--- config.mk ---
export PLATFORM = sky130hd
export DESIGN_NAME = dphy_lane_tx_seq
export DESIGN_NICKNAME = d
export VERILOG_FILES = /design/src/rtl/dphy_tx_pkg.sv /design/src/rtl/dphy_seq_timer.sv /design/src/rtl/dphy_lane_tx_seq.sv
export SDC_FILE = /design/constraint.sdc
export NUM_CORES = 1
export LEC_CHECK = 0
export CORE_UTILIZATION = 56
export CTS_BUF_LIST = sky130_fd_sc_hd__clkbuf_8
export DETAILED_ROUTE_END_ITERATION = 7
export PLACE_DENSITY = 0.89
export SETUP_SLACK_MARGIN = 0.5
export SYNTH_ARGS = -nofsm -noshare
export SYNTH_HDL_FRONTEND = slang
export SYNTH_SLANG_ARGS = --single-unit
--- constraint.sdc ---
create_clock -name clk -period 10.1 [get_ports clk]
set_clock_uncertainty 0.1 [all_clocks]
set_input_delay 2.02 -clock clk [delete_from_list [all_inputs] [get_ports clk]]
set_output_delay 2.02 -clock clk [all_outputs]
set_load 0.05 [all_outputs]
--- src/rtl/dphy_tx_pkg.sv ---
// rtl/dphy_tx_pkg.sv - shared state encoding and line codes for the D-PHY lane transmit sequencer
package dphy_tx_pkg;

  typedef enum logic [2:0] {
    ST_IDLE    = 3'd0,
    ST_LP01    = 3'd1,
    ST_LP00    = 3'd2,
    ST_HS_ZERO = 3'd3,
    ST_SYNC    = 3'd4,
    ST_DATA    = 3'd5,
    ST_TRAIL   = 3'd6
  } seq_state_e;

  localparam logic [7:0] SYNC_BYTE = 8'hB8;
  localparam logic [2:0] SYNC_LAST = 3'd7;

  // Line codes are {p, n}
  localparam logic [1:0] LP11 = 2'b11;
  localparam logic [1:0] LP01 = 2'b01;
  localparam logic [1:0] LP00 = 2'b00;

  function automatic logic is_hs_state(input seq_state_e s);
    return (s == ST_HS_ZERO) || (s == ST_SYNC) || (s == ST_DATA) || (s == ST_TRAIL);
  endfunction

endpackage

--- src/rtl/dphy_seq_timer.sv ---
// rtl/dphy_seq_timer.sv - loadable down-counter; a load of N (0 read as 1) raises done after N cycles
module dphy_seq_timer #(
  parameter int CNT_W = 8
) (
  input  logic             clk,
  input  logic             rst,
  input  logic             load,
  input  logic [CNT_W-1:0] load_val,
  output logic             done
);

  localparam logic [CNT_W-1:0] ONE = {{(CNT_W-1){1'b0}}, 1'b1};

  logic [CNT_W-1:0] cnt;

  // The loading cycle counts as the first of the N cycles, so store N-1
  always_ff @(posedge clk or posedge rst) begin
    if (rst) begin
      cnt <= '0;
    end else if (load) begin
      cnt <= (load_val == '0) ? '0 : load_val - ONE;
    end else if (cnt != '0) begin
      cnt <= cnt - ONE;
    end
  end

  assign done = (cnt == '0);

endmodule

--- src/rtl/dphy_lane_tx_seq.sv ---
// rtl/dphy_lane_tx_seq.sv - multi-lane D-PHY data-lane burst sequencer with registered pad outputs
module dphy_lane_tx_seq
  import dphy_tx_pkg::*;
#(
  parameter int NUM_LANES = 2,
  parameter int CNT_W     = 8
) (
  input  logic                 clk,
  input  logic                 rst,
  input  logic [NUM_LANES-1:0] lane_en,
  input  logic                 hs_req,
  input  logic [NUM_LANES-1:0] hs_data,
  output logic                 hs_ready,
  input  logic [CNT_W-1:0]     t_lpx,
  input  logic [CNT_W-1:0]     t_hs_prepare,
  input  logic [CNT_W-1:0]     t_hs_zero,
  input  logic [CNT_W-1:0]     t_hs_trail,
  output logic [NUM_LANES-1:0] p,
  output logic [NUM_LANES-1:0] n,
  output logic [NUM_LANES-1:0] hs_sel,
  output logic                 busy
);

  seq_state_e       state;
  seq_state_e       next_state;
  logic             timer_done;
  logic             timer_load;
  logic [CNT_W-1:0] timer_val;
  logic [2:0]       sync_idx;
  logic [2:0]       sync_idx_d;
  logic             consume;
  logic             sync_bit_d;

  dphy_seq_timer #(
    .CNT_W(CNT_W)
  ) u_timer (
    .clk     (clk),
    .rst     (rst),
    .load    (timer_load),
    .load_val(timer_val),
    .done    (timer_done)
  );

  always_ff @(posedge clk or posedge rst) begin
    if (rst) begin
      state    <= ST_IDLE;
      sync_idx <= '0;
    end else begin
      state    <= next_state;
      sync_idx <= (next_state == ST_SYNC) ? sync_idx_d : '0;
    end
  end

  always_comb begin
    next_state = state;
    case (state)
      ST_IDLE:    if (hs_req) next_state = ST_LP01;
      ST_LP01:    if (!hs_req) next_state = ST_IDLE;
                  else if (timer_done) next_state = ST_LP00;
      ST_LP00:    if (!hs_req) next_state = ST_IDLE;
                  else if (timer_done) next_state = ST_HS_ZERO;
      ST_HS_ZERO: if (timer_done) next_state = ST_SYNC;
      ST_SYNC:    if (sync_idx == SYNC_LAST) next_state = hs_req ? ST_DATA : ST_TRAIL;
      ST_DATA:    if (!hs_req) next_state = ST_TRAIL;
      ST_TRAIL:   if (timer_done) next_state = ST_IDLE;
      default:    next_state = ST_IDLE;
    endcase
  end

  always_comb begin
    hs_ready   = (state == ST_DATA);
    busy       = (state != ST_IDLE);
    consume    = (state == ST_DATA) && hs_req;
    sync_idx_d = (state == ST_SYNC) ? sync_idx + 3'd1 : 3'd0;
    sync_bit_d = SYNC_BYTE[sync_idx_d];
    timer_load = (next_state != state);
    case (next_state)
      ST_LP01:    timer_val = t_lpx;
      ST_LP00:    timer_val = t_hs_prepare;
      ST_HS_ZERO: timer_val = t_hs_zero;
      ST_TRAIL:   timer_val = t_hs_trail;
      default:    timer_val = '0;
    endcase
  end

  // Per-lane pad register; pins follow next_state so they change on the same edge as state
  for (genvar i = 0; i < NUM_LANES; i++) begin : g_lane
    logic       last_bit;
    logic       bit_d;
    logic       sel_d;
    logic [1:0] line_d;

    always_comb begin
      bit_d  = 1'b0;
      sel_d  = 1'b0;
      line_d = LP11;
      case (next_state)
        ST_IDLE:    line_d = LP11;
        ST_LP01:    line_d = LP01;
        ST_LP00:    line_d = LP00;
        ST_HS_ZERO: bit_d  = 1'b0;
        ST_SYNC:    bit_d  = sync_bit_d;
        // First DATA cycle has nothing consumed yet, so the last sync bit is held
        ST_DATA:    bit_d  = consume ? hs_data[i] : last_bit;
        ST_TRAIL:   bit_d  = ~last_bit;
        default:    line_d = LP11;
      endcase
      if (is_hs_state(next_state)) begin
        sel_d  = 1'b1;
        line_d = {bit_d, ~bit_d};
      end
      if (!lane_en[i]) begin
        sel_d  = 1'b0;
        line_d = LP11;
      end
    end

    always_ff @(posedge clk or posedge rst) begin
      if (rst) begin
        p[i]      <= 1'b1;
        n[i]      <= 1'b1;
        hs_sel[i] <= 1'b0;
        last_bit  <= 1'b0;
      end else begin
        p[i]      <= line_d[1];
        n[i]      <= line_d[0];
        hs_sel[i] <= sel_d;
        if ((next_state == ST_SYNC) || (next_state == ST_DATA)) last_bit <= bit_d;
      end
    end
  end

endmodule

==> results of run 1 <==
-- worst max-delay path, cell delays in order --
cell and delay [ns]:
clkdlybuf4s50_1 0.59, nand2b_1 0.14, a221oi_2 0.51, nor3_2 0.20
inv_2 0.16, nor2_1 0.11, a222oi_1 0.57, ha_1 0.26
nand4_1 0.15, nor2_1 0.29, o22ai_1 0.13
-- layout by cell type, fill, tap and decap left out, drive strengths merged, types with 4 or more instances in the layout --
master and n:
a21oi 9, and2 4, and3 4, clkdlybuf4s50 46
dfrtp 18, dfstp 4, ha 6, inv 8
mux2i 6, nand2 19, nand2b 5, nand3 8
nor2 22, nor2b 7, nor3 12, o211ai 4
o21ai 13, o22ai 7, o31ai 8, xnor2 4
xor2 4
-- worst max path at each step --
| stage | slack [ns] | cells past startpoint | from | to |
|---|---|---|---|---|
| floorplan | 5.80 | 10 | hs_req | u_timer.cnt[0] |
| global route | 4.71 | 11 | hs_req | u_timer.cnt[0] |
| finish | 4.99 | 11 | hs_req | u_timer.cnt[0] |
| CTS | 5.06 | 11 | hs_req | u_timer.cnt[0] |
| detailed placement | 4.78 | 11 | hs_req | u_timer.cnt[0] |
| global placement | 4.99 | 10 | hs_req | u_timer.cnt[0] |
-- cell type report --
type	count	area, µm²
Multi-Input combinational cell	192	1310
Fill cell	252	836
Sequential cell	22	556
Timing Repair Buffer	46	460
Tap cell	46	57.6
Inverter	9	46.3
Clock buffer	3	41.3
Clock inverter	1	30.0
-- per-stage QoR --
stage	hold WS [ns]	setup slack [ns]	power (µW)
CTS	0.369	5.06	612
detailed placement	0.355	4.78	526
global route	0.383	4.71	661
finish	0.368	4.99	619
global placement	0.352	4.99	516
floorplan	0.331	5.80	437
-- where the power goes --
part	switching, µW	internal, µW	total (µW)
combinational	216	150	367
sequential	47.7	120	167
clock	31.7	53.0	84.7
-- logic make-up (layout without fill, tap and decap cells) --
| family | count (synthesis) | count (layout) | synth area share |
|---|---|---|---|
| fa+ha+maj | 6 | 6 | 0.0383 |
| flops | 22 | 22 | 0.283 |
| compound gates | 69 | 69 | 0.255 |
| simple gates | 100 | 100 | 0.289 |
| mux | 9 | 9 | 0.0497 |
| buf+inv | 20 | 59 | 0.0491 |
| xor+xnor | 8 | 8 | 0.0357 |
-- sequential cells by signal, indices dropped and copies added (netlist names) --
signal / flops
state: 3
u_timer.cnt: 8
g_lane.last_bit: 2
sync_idx: 3
p: 2
n: 2
hs_sel: 2
-- metal layers --
metal / part of all wire / global-route usage / up-vias
met5: 0 / 0 / -
met4: 0.018 / 0.149 / 0
li1: - / - / 963
met2: 0.53 / 0.543 / 74
met1: 0.40 / 0.382 / 950
met3: 0.053 / 0.0378 / 10
==> impl_metrics.py, run 1 <==
metrics = {
    "cts": {
        "numCtsBuffers": 3,
        "post_cts_buffers": 0,
        "root_buffer": "clkbuf_8",
        "cts_buffer_depth": 2,
        "holdBufCountCts": 0,
        "cts_resized": 0,
        "insertion_delay_ns": 0.27,
        "cts_sinks": 22,
        "clk_pin_slew_ns": 0.09,
        "h-tree-depth": 1,
        "cts_tree": "done",
    },
    "timing": {
        "slew_violations": 0,
        "fin_crit_sh": 0.506,
        "max_slew_margin": 0.441,
        "finalHoldViolations": 0,
        "setup_viol": 0,
        "min_period_ns": 5.11,
        "tightest_slew_ns": 0.834,
        "maxClockFrequency_ghz": 0.196,
        "rsz0062_at_grt": "false",
        "fin_setup_tns_ns": 0,
    },
    "place": {
        "gp_congestion": 0.860,
        "placed_area_um2": 2430,
        "place_hpwl_um": 4050,
        "dp.cells": 315,
        "port_buffers": 46,
    },
    "logic_synthesis": {
        "ys_ff_latch": 22,
        "ys_dominant_reg_cell": "dfrtp_1",
        "yosysTopAreaCell": "dfrtp_1",
        "yosys_warnings": 0,
        "ys_seq_area_frac": 0.283,
        "yosys.area.top_type_share": 0.230,
        "synth.most_common_cell": "nor2_1",
        "yosys-top-cells-count": "nor2_1, dfrtp_1, nand2_1",
        "synth_fp_nets": 279,
        "syn_area_per_cell_um2": 8.38,
        "synthArstFlopShare": 1.00,
        "synth_edf_count": 0,
        "synth_cell_types": 60,
        "netlist_area_um2": 1960,
        "netlist_top_cells_area": "dfrtp_1, dfstp_2, nor2_1",
        "syn_inst": 234,
    },
    "finish": {
        "layout.cells.non_filler": 319,
        "syn2layout_area_growth_pct": 27.5,
        "fin_util": 0.750,
        "fin_area_um2": 2500,
        "drive_above_1_share": 0.0952,
        "final_nets": 319,
        "n_antenna_cell": 0,
    },
    "floorplan": {
        "die-area_um2": 3740,
        "start_util": 0.588,
        "pin_count": 47,
        "die_height_um": 61.2,
        "die_width_um": 61.2,
        "core_um2": 3340,
        "rows": 21,
    },
    "run": {
        "maxCapViolCount": 0,
    },
    "pwr": {
        "vdd_drop_max_v": 0.000131,
        "p_leak_uw": 0.00103,
        "power.density_nw_per_um2": 247,
    },
    "min_path": {
        "min_to": "sync_idx[0]",
        "hold_start": "sync_idx[0]",
        "hold-path-cell-count": 1,
        "hold_path_class": "flop to flop",
    },
    "route": {
        "drt_iter0_drc": 102,
        "drc": 0,
        "dr.pass1.iters": 5,
        "routed_wl_um": 5360,
        "wl_per_cell_um": 16.8,
        "ant_nets": 0,
        "via_per_inst": 6.26,
        "via_count": 1997,
    },
    "grt": {
        "grt_pass1_vias": 1918,
        "antenna_found_initial": 0,
        "grt_max_degree": 28,
        "gr-usage-all-layers": 0.312,
        "grt_pass1_wl_um": 8540,
        "overflow": 0,
    },
    "worst_setup_path": {
        "timing.rr.end": "u_timer.cnt[0]",
        "cp.arrival_ns": 5.13,
        "endpoint_kind": "flop",
        "cp_max_fo": 8,
        "ff2ff_setup_slack_ns": 6.12,
        "worstPathRequired_ns": 10.12,
        "worst-r2r-cell-count": 12,
        "r2r-start": "u_timer.cnt[0]",
        "crit_path_start_kind": "primary input",
        "path_class": "primary input to flop",
    },
    "outcome": {
        "status": "finished clean",
    },
}
(Power assumes the default switching activity.)
==> inputs of run 2 (changes only) <==
CORE_UTILIZATION = 52   (was 56)
PLACE_DENSITY = 0.83   (was 0.89)
clock period = 5.3 ns   (was 10.1 ns; I/O delays follow)
==> run 2 against run 1 <==
- hold slack better by 0.0076 ns
- total power is 89% higher
- die area is 7.4% higher
- worst setup slack worse by 3.8 ns
- sequential cell count stayed put
- final cell count stayed put
- sequential power is 91% higher
- final area stayed put
- combinational power is 87% higher
- clock power is 89% higher
- largest power group unchanged
==> impl_metrics.py, run 2 (same netlist as run 1, synthesis figures left out) <==
metrics = {
    "route": {
        "dr.pass1.iters": 4,
        "drt_iter0_drc": 114,
        "drc": 0,
        "via_per_inst": 6.14,
        "via_count": 1960,
        "wl_per_cell_um": 16.3,
        "routed_wl_um": 5210,
        "ant_nets": 0,
    },
    "pwr": {
        "power_switching_uw": 551,
        "p_leak_uw": 0.00103,
        "pwr-share-comb": 0.589,
        "p_clk_frac": 0.137,
        "p_seq_frac": 0.274,
        "swShare": 0.472,
        "vdd_drop_max_v": 0.000220,
        "power.density_nw_per_um2": 467,
        "p_int_uw": 616,
    },
    "cts": {
        "cts_sinks": 22,
        "post_cts_buffers": 0,
        "cts_resized": 0,
        "insertion_delay_ns": 0.27,
        "clk_pin_slew_ns": 0.09,
        "root_buffer": "clkbuf_8",
        "h-tree-depth": 1,
        "holdBufCountCts": 0,
        "numCtsBuffers": 3,
        "cts_tree": "done",
        "cts_buffer_depth": 2,
    },
    "worst_setup_path": {
        "ff2ff_setup_slack_ns": 1.38,
        "crit_path_max_incr_delay_ns": 0.61,
        "cp_max_fo": 8,
        "worst-r2r-cell-count": 12,
        "timing.rr.end": "u_timer.cnt[0]",
        "r2r-start": "u_timer.cnt[0]",
        "path_class": "primary input to flop",
        "endpoint_kind": "flop",
        "cp.arrival_ns": 4.16,
        "worstPathRequired_ns": 5.32,
        "crit_path_start_kind": "primary input",
        "crit_path_top_delay_cell": "a222oi_1",
        "crit_chain": "clkdlybuf4s50_1, nand2b_1, a221oi_2, nor3_2, inv_2, nor2_1, a222oi_1, ha_1, nand4_1, nor2_1, o22ai_1",
        "crit_top_cell": "nor2_1",
    },
    "place": {
        "gp_congestion": 0.894,
        "dp.cells": 315,
        "place_hpwl_um": 4080,
        "port_buffers": 46,
    },
    "outcome": {
        "status": "finished clean",
    },
    "finish": {
        "largest_reg_flops": 8,
        "layout.cells.non_filler": 319,
        "n_antenna_cell": 0,
        "drive_above_1_share": 0.0952,
        "layout_commonest_cell": "clkdlybuf4s50_1",
        "syn2layout_area_growth_pct": 27.5,
        "final_cell_mix": "clkdlybuf4s50_1, nor2_1, nand2_1, dfrtp_1, o21ai_0",
        "final_nets": 319,
        "reg_top3": "u_timer.cnt (8), state (3), sync_idx (3)",
        "largest-register": "u_timer.cnt",
    },
    "min_path": {
        "hold_start": "sync_idx[0]",
        "min_to": "sync_idx[0]",
        "hold_path_class": "flop to flop",
        "hold-path-cell-count": 1,
    },
    "timing": {
        "finalHoldViolations": 0,
        "fin_crit_sh": 0.781,
        "tightest_slew_ns": 0.839,
        "maxClockFrequency_ghz": 0.242,
        "max_slew_margin": 0.440,
        "setup_viol": 0,
        "min_period_ns": 4.14,
        "slew_violations": 0,
        "fin_setup_tns_ns": 0,
        "rsz0062_at_grt": "false",
    },
    "floorplan": {
        "die_width_um": 63.4,
        "pin_count": 47,
        "core_um2": 3470,
        "die_height_um": 63.4,
        "rows": 21,
        "die-area_um2": 4020,
        "start_util": 0.566,
    },
    "grt": {
        "grt_pass1_wl_um": 8770,
        "grt_pass1_vias": 1881,
        "grt_max_degree": 28,
        "antenna_found_initial": 0,
        "gr-usage-all-layers": 0.279,
        "overflow": 0,
    },
    "run": {
        "maxCapViolCount": 0,
    },
}
[run 2: area by class of cell]
class / instances / area [µm²]
multi-input cells: 192 / 1310
clock inverters: 1 / 30.0
fillers: 280 / 967
flip-flops and latches: 22 / 556
well taps: 46 / 57.6
repair buffers: 46 / 460
clock buffers: 3 / 41.3
inverters: 9 / 46.3
[run 2: metal layers]
metal	up-vias	track usage	part of all wire
met5	-	0	0
met3	6	0.0543	0.057
li1	965	-	-
met2	64	0.485	0.52
met1	925	0.349	0.42
met4	0	0.0710	0.0077
[run 2: worst max path at each step]
stage / start / to / slack [ns] / cells after the start
4_1_cts: hs_req / u_timer.cnt[0] / 1.18 / 11
6_report: hs_req / u_timer.cnt[0] / 1.16 / 11
2_1_floorplan: hs_req / u_timer.cnt[0] / 1.96 / 10
3_3_place_gp: hs_req / u_timer.cnt[0] / 1.13 / 10
5_1_grt: hs_req / u_timer.cnt[0] / 0.97 / 11
3_5_place_dp: hs_req / u_timer.cnt[0] / 0.90 / 11
[run 2: stage by stage]
stage          hold slack, ns  worst slack, ns   util  instance area [µm²]  total power, µW
2_1_floorplan           0.331             1.96      -                 1960              832
3_3_place_gp            0.357             1.13  0.701                 2430              988
3_5_place_dp            0.356            0.899  0.701                 2430              998
4_1_cts                 0.370             1.18  0.721                 2500             1160
5_1_grt                 0.376            0.973  0.721                 2500             1250
6_report                0.376             1.16  0.721                 2500             1170
[run 2: critical path, delay by kind of cell]
| kind | cells | cell delay, ns |
|---|---|---|
| simple gates | 5 | 0.85 |
| buf+inv | 2 | 0.74 |
| compound gates | 3 | 1.23 |
| fa+ha+maj | 1 | 0.27 |
[run 2: power by group through the flow]
stage | registers (µW) | logic, µW | clock network, µW
global placement | 318 | 670 | 0
CTS | 316 | 683 | 162
floorplan | 305 | 527 | 0
detailed placement | 319 | 679 | 0
finish | 319 | 688 | 160
global route | 329 | 752 | 171
==> inputs of run 3 (changes only) <==
CORE_UTILIZATION = 47   (was 52)
PLACE_DENSITY = 0.79   (was 0.83)
clock period = 3.65 ns   (was 5.3 ns; I/O delays follow)
==> run 3 against run 2 <==
- sequential power up 36%
- register-to-register slack worse by 1.0 ns
- first-iteration DRC count unchanged
- clock power up 49%
- non-clock buffer count up 30
- final area up 16%
- hold slack worse by 0.010 ns
- critical path depth up 3
- critical path type is now flop to flop
==> impl_metrics.py, run 3 (same netlist as run 1, synthesis figures left out) <==
metrics = {
    "min_path": {
        "hold_path_class": "flop to flop",
    },
    "cts": {
        "cts_buffer_depth": 2,
        "cts_sinks": 22,
        "cts_tree": "done",
        "clk_pin_slew_ns": 0.09,
        "root_buffer": "clkbuf_8",
        "insertion_delay_ns": 0.28,
        "numCtsBuffers": 3,
        "h-tree-depth": 1,
        "holdBufCountCts": 0,
    },
    "route": {
        "drc": 0,
        "drt_iter0_drc": 114,
        "ant_nets": 0,
        "via_count": 2173,
        "m1WireLength_um": 2380,
        "routed.top_layer": "met4",
        "routed_wl_um": 6130,
        "via_per_inst": 6.16,
        "wl_per_cell_um": 17.4,
        "route.met3.wl_um": 358,
        "dr.pass1.iters": 5,
        "route.met2.wl_um": 3150,
    },
    "run": {
        "maxCapViolCount": 0,
    },
    "grt": {
        "overflow": 0,
        "gr-usage-all-layers": 0.278,
        "antenna_found_initial": 0,
        "grt_pass1_vias": 2056,
        "grt_pass1_wl_um": 9220,
        "grt_max_degree": 24,
    },
    "worst_setup_path": {
        "endpoint_kind": "flop",
        "crit_chain": "ha_1, ha_1, or2_2, a32oi_1, o311a_1, buf_6, clkinv_8, nor2_4, a221oi_4, buf_4, buf_6, and4_4, nor2b_4, o311ai_2",
        "crit_path_max_incr_delay_ns": 0.40,
        "crit_path_start_kind": "flop",
        "crit_path_top_delay_cell": "dfrtp_1",
        "cp_max_fo": 8,
        "path_class": "flop to flop",
        "worstPathRequired_ns": 3.73,
        "cp.arrival_ns": 3.38,
    },
    "finish": {
        "fin_util": 0.728,
        "seq_area_um2": 556,
        "layout_commonest_cell": "clkdlybuf4s50_1",
        "final_cell_mix": "clkdlybuf4s50_1, buf_4, nor2_1, dfrtp_1, nand2_1",
        "largest-register": "u_timer.cnt",
        "largest_reg_flops": 8,
        "reg_top3": "u_timer.cnt (8), state (3), sync_idx (3)",
        "fillCellCount": 288,
        "n_antenna_cell": 0,
        "syn2layout_area_growth_pct": 48.3,
        "multi_input_area_um2": 1480,
        "final_nets": 349,
        "drive_above_1_share": 0.254,
    },
    "timing": {
        "slew_violations": 0,
        "hold_ws_ns": 0.365,
        "finalHoldViolations": 0,
        "max_slew_margin": 0.380,
        "fin_crit_sh": 0.903,
        "min_period_ns": 3.29,
        "maxClockFrequency_ghz": 0.304,
        "tightest_slew_ns": 0.929,
        "setup_viol": 0,
        "rsz0062_at_grt": "true",
    },
    "floorplan": {
        "core_um2": 4000,
        "die-area_um2": 4440,
        "start_util": 0.490,
        "die_width_um": 66.6,
        "pin_count": 47,
        "die_height_um": 66.6,
        "rows": 23,
    },
    "pwr": {
        "p_leak_uw": 0.00120,
        "power.density_nw_per_um2": 733,
        "vdd_drop_max_v": 0.000351,
    },
    "place": {
        "place_hpwl_um": 4360,
        "port_buffers": 46,
        "gp_congestion": 0.885,
    },
    "outcome": {
        "status": "finished clean",
    },
}
[run 3: final timing paths]
check	start	to	slack [ns]	cells past startpoint
max in group asynchronous	rst	sync_idx[1]	2.09	2
max reg2reg	sync_idx[0]	u_timer.cnt[7]	0.36	14
min reg2reg	sync_idx[0]	sync_idx[0]	0.37	1
min in group asynchronous	rst	u_timer.cnt[7]	0.84	2
max	sync_idx[0]	u_timer.cnt[7]	0.36	14
min	sync_idx[0]	sync_idx[0]	0.37	1
[run 3: power breakdown]
group | switching [µW] | total (µW) | internal, µW
clock network | 92.1 | 239 | 147
logic | 799 | 1460 | 662
registers | 103 | 434 | 332
[run 3: cell type report]
| type | instances | share of cell area |
|---|---|---|
| Clock buffer | 3 | 0.0142 |
| Clock inverter | 1 | 0.0103 |
| Multi-Input combinational cell | 192 | 0.507 |
| Sequential cell | 22 | 0.191 |
| Timing Repair Buffer | 76 | 0.240 |
| Inverter | 9 | 0.0159 |
| Tap cell | 50 | 0.0215 |
[run 3: layer usage]
layer  GRT usage  vias to the layer above
li1            -                     1020
met1       0.322                     1034
met2       0.491                       95
met5           0                        -
met4       0.141                        0
met3      0.0428                       24
[run 3: repair_timing]
item	in CTS	in global routing
endpoints found under the setup margin	8	8
gates resized for setup	19	13
pin swaps	8	12
setup buffers	9	6
[run 3: critical path, delay by kind of cell, from the launching register on]
family	cells	cell delay (ns)
AO/OA/AOI/OAI	4	0.95
AND/OR/NAND/NOR	4	0.84
buffers and inverters	4	0.53
flip-flops	1	0.40
adder cells (fa/ha/maj)	2	0.38
[run 3: per-stage QoR]
stage / instances / TNS, ns / instance area (µm²) / total power [µW] / setup slack [ns]
2_1_floorplan: 234 / 0 / 1980 / 1220 / 0.463
3_3_place_gp: 334 / 0 / 2560 / 1540 / 0.109
3_5_place_dp: 334 / -0.00400 / 2560 / 1560 / -0.00400
4_1_cts: 347 / 0 / 2800 / 1960 / 0.489
5_1_grt: 353 / 0 / 2910 / 2260 / 0.216
6_report: 353 / 0 / 2910 / 2130 / 0.356
